[config.mk]
export PLATFORM = sky130hd
export DESIGN_NAME = aes_key_sched_flat
export DESIGN_NICKNAME = d
export VERILOG_FILES = /design/src/rtl/aes_key_sched_pkg.sv /design/src/rtl/aes_key_sched_if.sv /design/src/rtl/aes_key_sched_sub_word.sv /design/src/rtl/aes_key_sched.sv /design/src/flat_wrapper.sv
export SDC_FILE = /design/constraint.sdc
export NUM_CORES = 2
export LEC_CHECK = 0
export ABC_CLOCK_PERIOD_IN_PS = 9000
export CORE_MARGIN = 2
export CORE_UTILIZATION = 50
export DETAILED_ROUTE_END_ITERATION = 7
export GPL_ROUTABILITY_DRIVEN = 0
export GPL_TIMING_DRIVEN = 1
export PLACE_DENSITY_LB_ADDON = 0.12
export SLEW_MARGIN = 15
export SYNTH_ARGS = -nofsm -noshare
export SYNTH_HDL_FRONTEND = slang
export SYNTH_SLANG_ARGS = --single-unit
export TNS_END_PERCENT = 30
[constraint.sdc]
create_clock -name clk -period 9 [get_ports clk]
set_clock_uncertainty 0.1 [all_clocks]
set_input_delay 2.7 -clock clk [delete_from_list [all_inputs] [get_ports clk]]
set_output_delay 2.7 -clock clk [all_outputs]
set_load 0.02 [all_outputs]
[src/rtl/aes_key_sched_pkg.sv]
// Shared AES key-schedule definitions: key length encoding, Nk/Nr lookup,
// the forward S-box and GF(2^8) doubling.
package aes_pkg;

    typedef enum logic [1:0] {
        KEY_128 = 2'd0,
        KEY_192 = 2'd1,
        KEY_256 = 2'd2,
        KEY_ILL = 2'd3
    } key_len_t;

    localparam logic [0:255][7:0] SBOX = {
        128'h637c777bf26b6fc53001672bfed7ab76,
        128'hca82c97dfa5947f0add4a2af9ca472c0,
        128'hb7fd9326363ff7cc34a5e5f171d83115,
        128'h04c723c31896059a071280e2eb27b275,
        128'h09832c1a1b6e5aa0523bd6b329e32f84,
        128'h53d100ed20fcb15b6acbbe394a4c58cf,
        128'hd0efaafb434d338545f9027f503c9fa8,
        128'h51a3408f929d38f5bcb6da2110fff3d2,
        128'hcd0c13ec5f974417c4a77e3d645d1973,
        128'h60814fdc222a908846eeb814de5e0bdb,
        128'he0323a0a4906245cc2d3ac629195e479,
        128'he7c8376d8dd54ea96c56f4ea657aae08,
        128'hba78252e1ca6b4c6e8dd741f4bbd8b8a,
        128'h703eb5664803f60e613557b986c11d9e,
        128'he1f8981169d98e949b1e87e9ce5528df,
        128'h8ca1890dbfe6426841992d0fb054bb16
    };

    function automatic logic [3:0] nk_of(key_len_t k);
        case (k)
            KEY_128: return 4'd4;
            KEY_192: return 4'd6;
            default: return 4'd8;
        endcase
    endfunction

    function automatic logic [3:0] nr_of(key_len_t k);
        case (k)
            KEY_128: return 4'd10;
            KEY_192: return 4'd12;
            default: return 4'd14;
        endcase
    endfunction

    function automatic logic [7:0] xtime(logic [7:0] b);
        return {b[6:0], 1'b0} ^ (b[7] ? 8'h1b : 8'h00);
    endfunction

    function automatic logic [7:0] sbox(logic [7:0] b);
        return SBOX[b];
    endfunction

endpackage

[src/rtl/aes_key_sched_if.sv]
// Key-load handshake and round-key read port between the round datapath
// (master) and the key schedule (slave).
interface aes_key_sched_if;
    logic        key_valid;
    logic [31:0] key_word;
    logic        key_ready;
    logic [3:0]  rd_round;
    logic [1:0]  rd_word;
    logic [31:0] rd_data;

    modport master (
        output key_valid, key_word, rd_round, rd_word,
        input  key_ready, rd_data
    );

    modport slave (
        input  key_valid, key_word, rd_round, rd_word,
        output key_ready, rd_data
    );
endinterface

[src/rtl/aes_key_sched_sub_word.sv]
// SubWord: independent S-box substitution of each byte of a 32-bit word.
module aes_sub_word
    import aes_pkg::*;
(
    input  logic [31:0] word,
    output logic [31:0] subbed
);
    assign subbed = {sbox(word[31:24]), sbox(word[23:16]),
                     sbox(word[15:8]),  sbox(word[7:0])};
endmodule

[src/rtl/aes_key_sched.sv]
// Word-serial AES-128/192/256 key expansion into a flat word store with a
// random-access round-key read port.
module aes_key_sched
    import aes_pkg::*;
#(
    parameter int MAX_NK = 8,
    parameter int RD_REG = 0
) (
    input  logic             clk,
    input  logic             reset,
    input  logic             start,
    input  logic [1:0]       key_len,
    aes_key_sched_if.slave   bus,
    output logic             busy,
    output logic             done,
    output logic             err
);

    localparam int DEPTH = 4 * (MAX_NK + 7);
    localparam int IW    = $clog2(DEPTH);
    localparam logic [3:0] MAX_NK_W = 4'(MAX_NK);

    localparam logic [1:0] S_IDLE   = 2'd0;
    localparam logic [1:0] S_LOAD   = 2'd1;
    localparam logic [1:0] S_EXPAND = 2'd2;
    localparam logic [1:0] S_DONE   = 2'd3;

    logic [1:0]    state;
    logic [3:0]    nk;
    logic [3:0]    nr;
    logic [IW-1:0] idx;
    logic [2:0]    j;
    logic [7:0]    rc;
    logic          err_q;
    logic [31:0]   store [DEPTH];

    key_len_t      len;
    logic          legal;
    logic          xfer;
    logic          j_wrap;
    logic [IW-1:0] last_idx;
    logic [31:0]   w_prev;
    logic [31:0]   w_back;
    logic [31:0]   sub_in;
    logic [31:0]   sub_out;
    logic [31:0]   temp;
    logic [31:0]   w_new;
    logic          we;
    logic [31:0]   wdata;
    logic          rd_hit;
    logic [IW-1:0] rd_idx;
    logic [31:0]   rd_comb;

    assign len      = key_len_t'(key_len);
    assign legal    = (len != KEY_ILL) && (nk_of(len) <= MAX_NK_W);
    assign xfer     = (state == S_LOAD) && bus.key_valid;
    assign j_wrap   = ({1'b0, j} == (nk - 4'd1));
    // {nr, 2'b11} == 4*(Nr+1)-1, the index of the final expanded word
    assign last_idx = IW'({nr, 2'b11});
    assign w_prev   = store[idx - IW'(1)];
    assign w_back   = store[idx - IW'(nk)];

    aes_sub_word u_sub (
        .word   (sub_in),
        .subbed (sub_out)
    );

    always_comb begin
        sub_in = w_prev;
        temp   = w_prev;
        if (j == 3'd0) begin
            sub_in = {w_prev[23:0], w_prev[31:24]};
            temp   = sub_out ^ {rc, 24'h0};
        end else if (nk == 4'd8 && j == 3'd4) begin
            temp   = sub_out;
        end
        w_new = w_back ^ temp;
    end

    always_ff @(posedge clk or posedge reset) begin
        if (reset) begin
            state <= S_IDLE;
            nk    <= 4'd4;
            nr    <= 4'd10;
            idx   <= '0;
            j     <= '0;
            rc    <= 8'h01;
            err_q <= 1'b0;
        end else begin
            err_q <= 1'b0;
            if (start) begin
                if (legal) begin
                    state <= S_LOAD;
                    nk    <= nk_of(len);
                    nr    <= nr_of(len);
                    idx   <= '0;
                    j     <= '0;
                    rc    <= 8'h01;
                end else begin
                    // a rejected start keeps a finished schedule, aborts a live one
                    err_q <= 1'b1;
                    if (state != S_DONE) state <= S_IDLE;
                end
            end else begin
                case (state)
                    S_LOAD: begin
                        if (xfer) begin
                            idx <= idx + IW'(1);
                            if (idx == IW'(nk - 4'd1)) begin
                                state <= S_EXPAND;
                                j     <= '0;
                            end
                        end
                    end
                    S_EXPAND: begin
                        idx <= idx + IW'(1);
                        j   <= j_wrap ? 3'd0 : j + 3'd1;
                        if (j == 3'd0) rc <= xtime(rc);
                        if (idx == last_idx) state <= S_DONE;
                    end
                    default: ;
                endcase
            end
        end
    end

    assign we    = !start && (xfer || (state == S_EXPAND));
    assign wdata = (state == S_LOAD) ? bus.key_word : w_new;

    always_ff @(posedge clk) begin
        if (we) store[idx] <= wdata;
    end

    assign rd_hit  = (bus.rd_round <= nr);
    assign rd_idx  = IW'({bus.rd_round, bus.rd_word});
    assign rd_comb = rd_hit ? store[rd_idx] : '0;

    if (RD_REG != 0) begin : g_rd_reg
        logic [31:0] rd_q;
        always_ff @(posedge clk or posedge reset) begin
            if (reset) rd_q <= '0;
            else       rd_q <= rd_comb;
        end
        assign bus.rd_data = rd_q;
    end else begin : g_rd_comb
        assign bus.rd_data = rd_comb;
    end

    assign bus.key_ready = (state == S_LOAD);
    assign busy          = (state == S_LOAD) || (state == S_EXPAND);
    assign done          = (state == S_DONE);
    assign err           = err_q;

endmodule
[src/flat_wrapper.sv]
// flat-port wrapper written by rule: the top's interface ports become plain ports
module aes_key_sched_flat import aes_pkg::*;
#(
    parameter int MAX_NK = 8,
    parameter int RD_REG = 0
)
  (clk, reset, start, key_len, busy, done, err, bus_key_valid, bus_key_word, bus_rd_round, bus_rd_word, bus_key_ready, bus_rd_data);
  aes_key_sched_if bus_i ();
  input  logic clk;
  input  logic reset;
  input  logic start;
  input  logic [1:0] key_len;
  output logic busy;
  output logic done;
  output logic err;
  input wire logic [$bits(bus_i.key_valid)-1:0] bus_key_valid;
  input wire logic [$bits(bus_i.key_word)-1:0] bus_key_word;
  input wire logic [$bits(bus_i.rd_round)-1:0] bus_rd_round;
  input wire logic [$bits(bus_i.rd_word)-1:0] bus_rd_word;
  output wire logic [$bits(bus_i.key_ready)-1:0] bus_key_ready;
  output wire logic [$bits(bus_i.rd_data)-1:0] bus_rd_data;
  assign bus_i.key_valid = bus_key_valid;
  assign bus_i.key_word = bus_key_word;
  assign bus_i.rd_round = bus_rd_round;
  assign bus_i.rd_word = bus_rd_word;
  assign bus_key_ready = bus_i.key_ready;
  assign bus_rd_data = bus_i.rd_data;
  aes_key_sched #(.MAX_NK(MAX_NK), .RD_REG(RD_REG)) u_core (.clk(clk), .reset(reset), .start(start), .key_len(key_len), .bus(bus_i), .busy(busy), .done(done), .err(err));
endmodule
==> impl_metrics.yaml <==
cts:
  clk_pin_slew_ns: 0.06
  cts_root_buffer: "clkbuf_16"
  cts_buffers: 198
  cts-htree-levels: 4
  cts_hold_buf: 0
  cts_buffer_depth: 3
  clock-sinks: 1945
  clk_latency_ns: 0.91
  tritoncts: "done"
sta:
  max_freq_mhz: 114
  rsz0062_at_grt: "false"
  finalCriticalPeriod_ns: 8.80
  max-slew-margin-rel_pct: 15.9
  setup_viol: 0
  fin_ws_ns: 0.200
  slew_violations: 0
  hold_viol_final: 0
  fin_crit_sh_pct: 97.8
  tightest_slew_ns: 1.26
global_route:
  grt_usage_pct: 39.1
  grtUsageMet1_pct: 51.5
  grt_max_degree: 107
  grtUsageMet2_pct: 55.5
  antenna_found_initial: 18
  grt_pass1_vias: 85500
  busiest_layer: "met2"
  grt_use_met3_pct: 15.9
  overflow: 0
  grt_pass1_wl_um: 681000
detailed_routing:
  route.vias.total: 90600
  antenna_left: 0
  drt_iter0_drc: 19200
  drc_errors: 124
  first_pass_iters: 8
  wl_per_cell_um: 44.0
  vias_per_cell: 8.11
  wirelength_um: 491000
synth:
  synth_ff_type: "edfxtp_1"
  synth_seq_cells: 1945
  synthArstFlopShare_pct: 1.29
  syn_avg_cell_area_um2: 15.8
  synth_nets: 7812
  syn_inst: 7697
  synth-edff-count: 1920
  ys_seq_area_share_pct: 47.8
  netlist-cell-type-count: 116
  yosysWarnings: 0
  syn_area_um2: 122000
floorplanning:
  fp.dieW_um: 498
  std_cell_rows: 181
  top_level_ports: 80
  die_h_um: 498
  start_util_pct: 50.2
  die-area_um2: 248000
  coreArea_um2: 243000
placement:
  portBuffers: 79
  post_dp_cell_area_um2: 130000
  dp_slack_ns: 0.293
  hpwl_um: 306000
final_layout:
  fin_nets: 7901
  final_util_pct: 56.3
  final_area_um2: 137000
  areaGrowthSynthToFinish_pct: 12.2
  drive_gt1_share_pct: 36.1
worst_setup_path:
  reg2reg_slack_ns: 0.35
  critPathKind: "input pin to output port"
  cp_max_fo: 36
  end_kind: "output port"
  cp-start-kind: "input pin"
  r2r-start: "u_core.idx[1]$_DFFE_PP0P_"
  worstPathArrival_ns: 6.00
  regToRegEndpoint: "u_core.store[29][9]$_DFFE_PP_"
  critical_path.endpoint: "bus_rd_data[2]"
  reg2reg_depth: 21
  required_ns: 6.20
  crit_start: "bus_rd_word[1]"
run_status:
  violations: "design-rule violations"
  status: "finished, violations left"
min_path:
  whs_path_depth: 2
  holdCritPathClass: "flip-flop to flip-flop"
job:
  max_cap_violations: 0
[Yosys cell counts, types with 30 or more instances]
master | count | area [um2]
nand3_1 | 106 | 531
inv_1 | 57 | 214
o22ai_1 | 30 | 188
edfxtp_1 | 1920 | 57700
o311ai_0 | 35 | 307
buf_6 | 32 | 360
clkbuf_1 | 350 | 1310
o31ai_1 | 51 | 383
nand2_1 | 454 | 1700
nor3_1 | 119 | 596
a211oi_1 | 91 | 683
buf_1 | 98 | 368
mux4_2 | 1741 | 39200
xnor2_1 | 34 | 298
o21ai_1 | 30 | 150
buf_2 | 218 | 1090
a21oi_1 | 263 | 1320
buf_4 | 68 | 510
mux2_2 | 32 | 360
a31oi_1 | 58 | 363
ha_1 | 70 | 876
a311oi_1 | 38 | 333
o21ai_0 | 292 | 1460
and3_1 | 35 | 219
nor2b_1 | 41 | 257
mux2i_1 | 209 | 2090
or3_1 | 31 | 194
nor2_1 | 358 | 1340
o211ai_1 | 138 | 1040
[critical path: stages]
cell	delay, ns
buf_8	0.24
buf_12	0.24
buf_12	0.30
mux4_2	0.29
mux2i_1	0.08
o21ai_0	0.36
mux4_2	0.34
nor2b_1	0.65
clkdlybuf4s50_1	0.75
[metrics by stage]
stage	std cells	setup TNS, ns	hold WS [ns]
3_5_place_dp	10800	0	0.413
2_1_floorplan	7697	-8.01	0.361
3_3_place_gp	10800	0	0.402
5_1_grt	11200	0	0.444
6_report	11200	0	0.418
4_1_cts	11200	0	0.423
[worst min path at each step]
stage                             start                  endpoint  slack, ns
2_1_floorplan  u_core.rc[5]$_DFFE_PP0P_  u_core.rc[5]$_DFFE_PP0P_       0.36
3_3_place_gp   u_core.rc[0]$_DFFE_PP1P_  u_core.rc[0]$_DFFE_PP1P_       0.40
3_5_place_dp   u_core.rc[0]$_DFFE_PP1P_  u_core.rc[0]$_DFFE_PP1P_       0.41
4_1_cts        u_core.nr[1]$_DFFE_PP1P_  u_core.nr[1]$_DFFE_PP1P_       0.42
5_1_grt        u_core.nr[1]$_DFFE_PP1P_  u_core.nr[1]$_DFFE_PP1P_       0.44
6_report       u_core.nr[1]$_DFFE_PP1P_  u_core.nr[1]$_DFFE_PP1P_       0.42
[logic make-up after synthesis]
| family | count (synthesis) | share of synthesized area [%] |
|---|---|---|
| simple gates | 1313 | 4.95 |
| flops | 1945 | 47.8 |
| mux | 1985 | 34.2 |
| compound gates | 1498 | 8.64 |
| xor+xnor | 49 | 0.365 |
| buf+inv | 836 | 3.23 |
| fa+ha+maj | 71 | 0.735 |
[layout make-up]
type	count	area (um2)
fillers	18700	106000
multi-input cells	4916	60600
flip-flops and latches	1945	58300
repair buffers	658	6730
clock buffers	233	5130
well taps	3202	4010
clock inverters	137	1610
inverters	67	251
diodes	9	22.5
[state kept, by name, indices dropped and copies added, names as in the netlist]
register      cells
u_core.err        1
u_core.store   1920
u_core.idx        6
u_core.j          3
u_core.nr         2
u_core.rc         8
u_core.nk         3
u_core.state      2
[cells in the final DEF (no fill, tap or decap), drive strengths merged, types with 26 or more instances in the layout]
| cell type | instances |
|---|---|
| a211o | 29 |
| a211oi | 96 |
| a21o | 29 |
| a21oi | 270 |
| a311oi | 38 |
| a31oi | 58 |
| a41oi | 26 |
| and3 | 35 |
| buf | 586 |
| bufinv | 30 |
| clkbuf | 233 |
| clkdlybuf4s50 | 72 |
| clkinv | 90 |
| edfxtp | 1920 |
| ha | 70 |
| inv | 70 |
| mux2 | 33 |
| mux2i | 210 |
| mux4 | 1742 |
| nand2 | 457 |
| nand2b | 26 |
| nand3 | 107 |
| nor2 | 358 |
| nor2b | 41 |
| nor3 | 119 |
| o211ai | 142 |
| o21ai | 324 |
| o221ai | 29 |
| o22ai | 31 |
| o311ai | 40 |
| o31ai | 53 |
| or3 | 31 |
| xnor2 | 35 |
[layer usage]
layer  vias up  share of wire (%)
li1      33400                  -
met1     46200                 34
met2      9105                 42
met3      1905                 17
met4        12                7.1
met5         -              0.017
[repair_timing]
action                     in CTS  in global routing
resized for setup               0                  1
setup endpoints to repair       0                 35
setup buffers                   0                  0
Power is left out: the tool's default activity adds up to more than one toggle a clock period on the data nets, which glitch-free logic cannot reach.
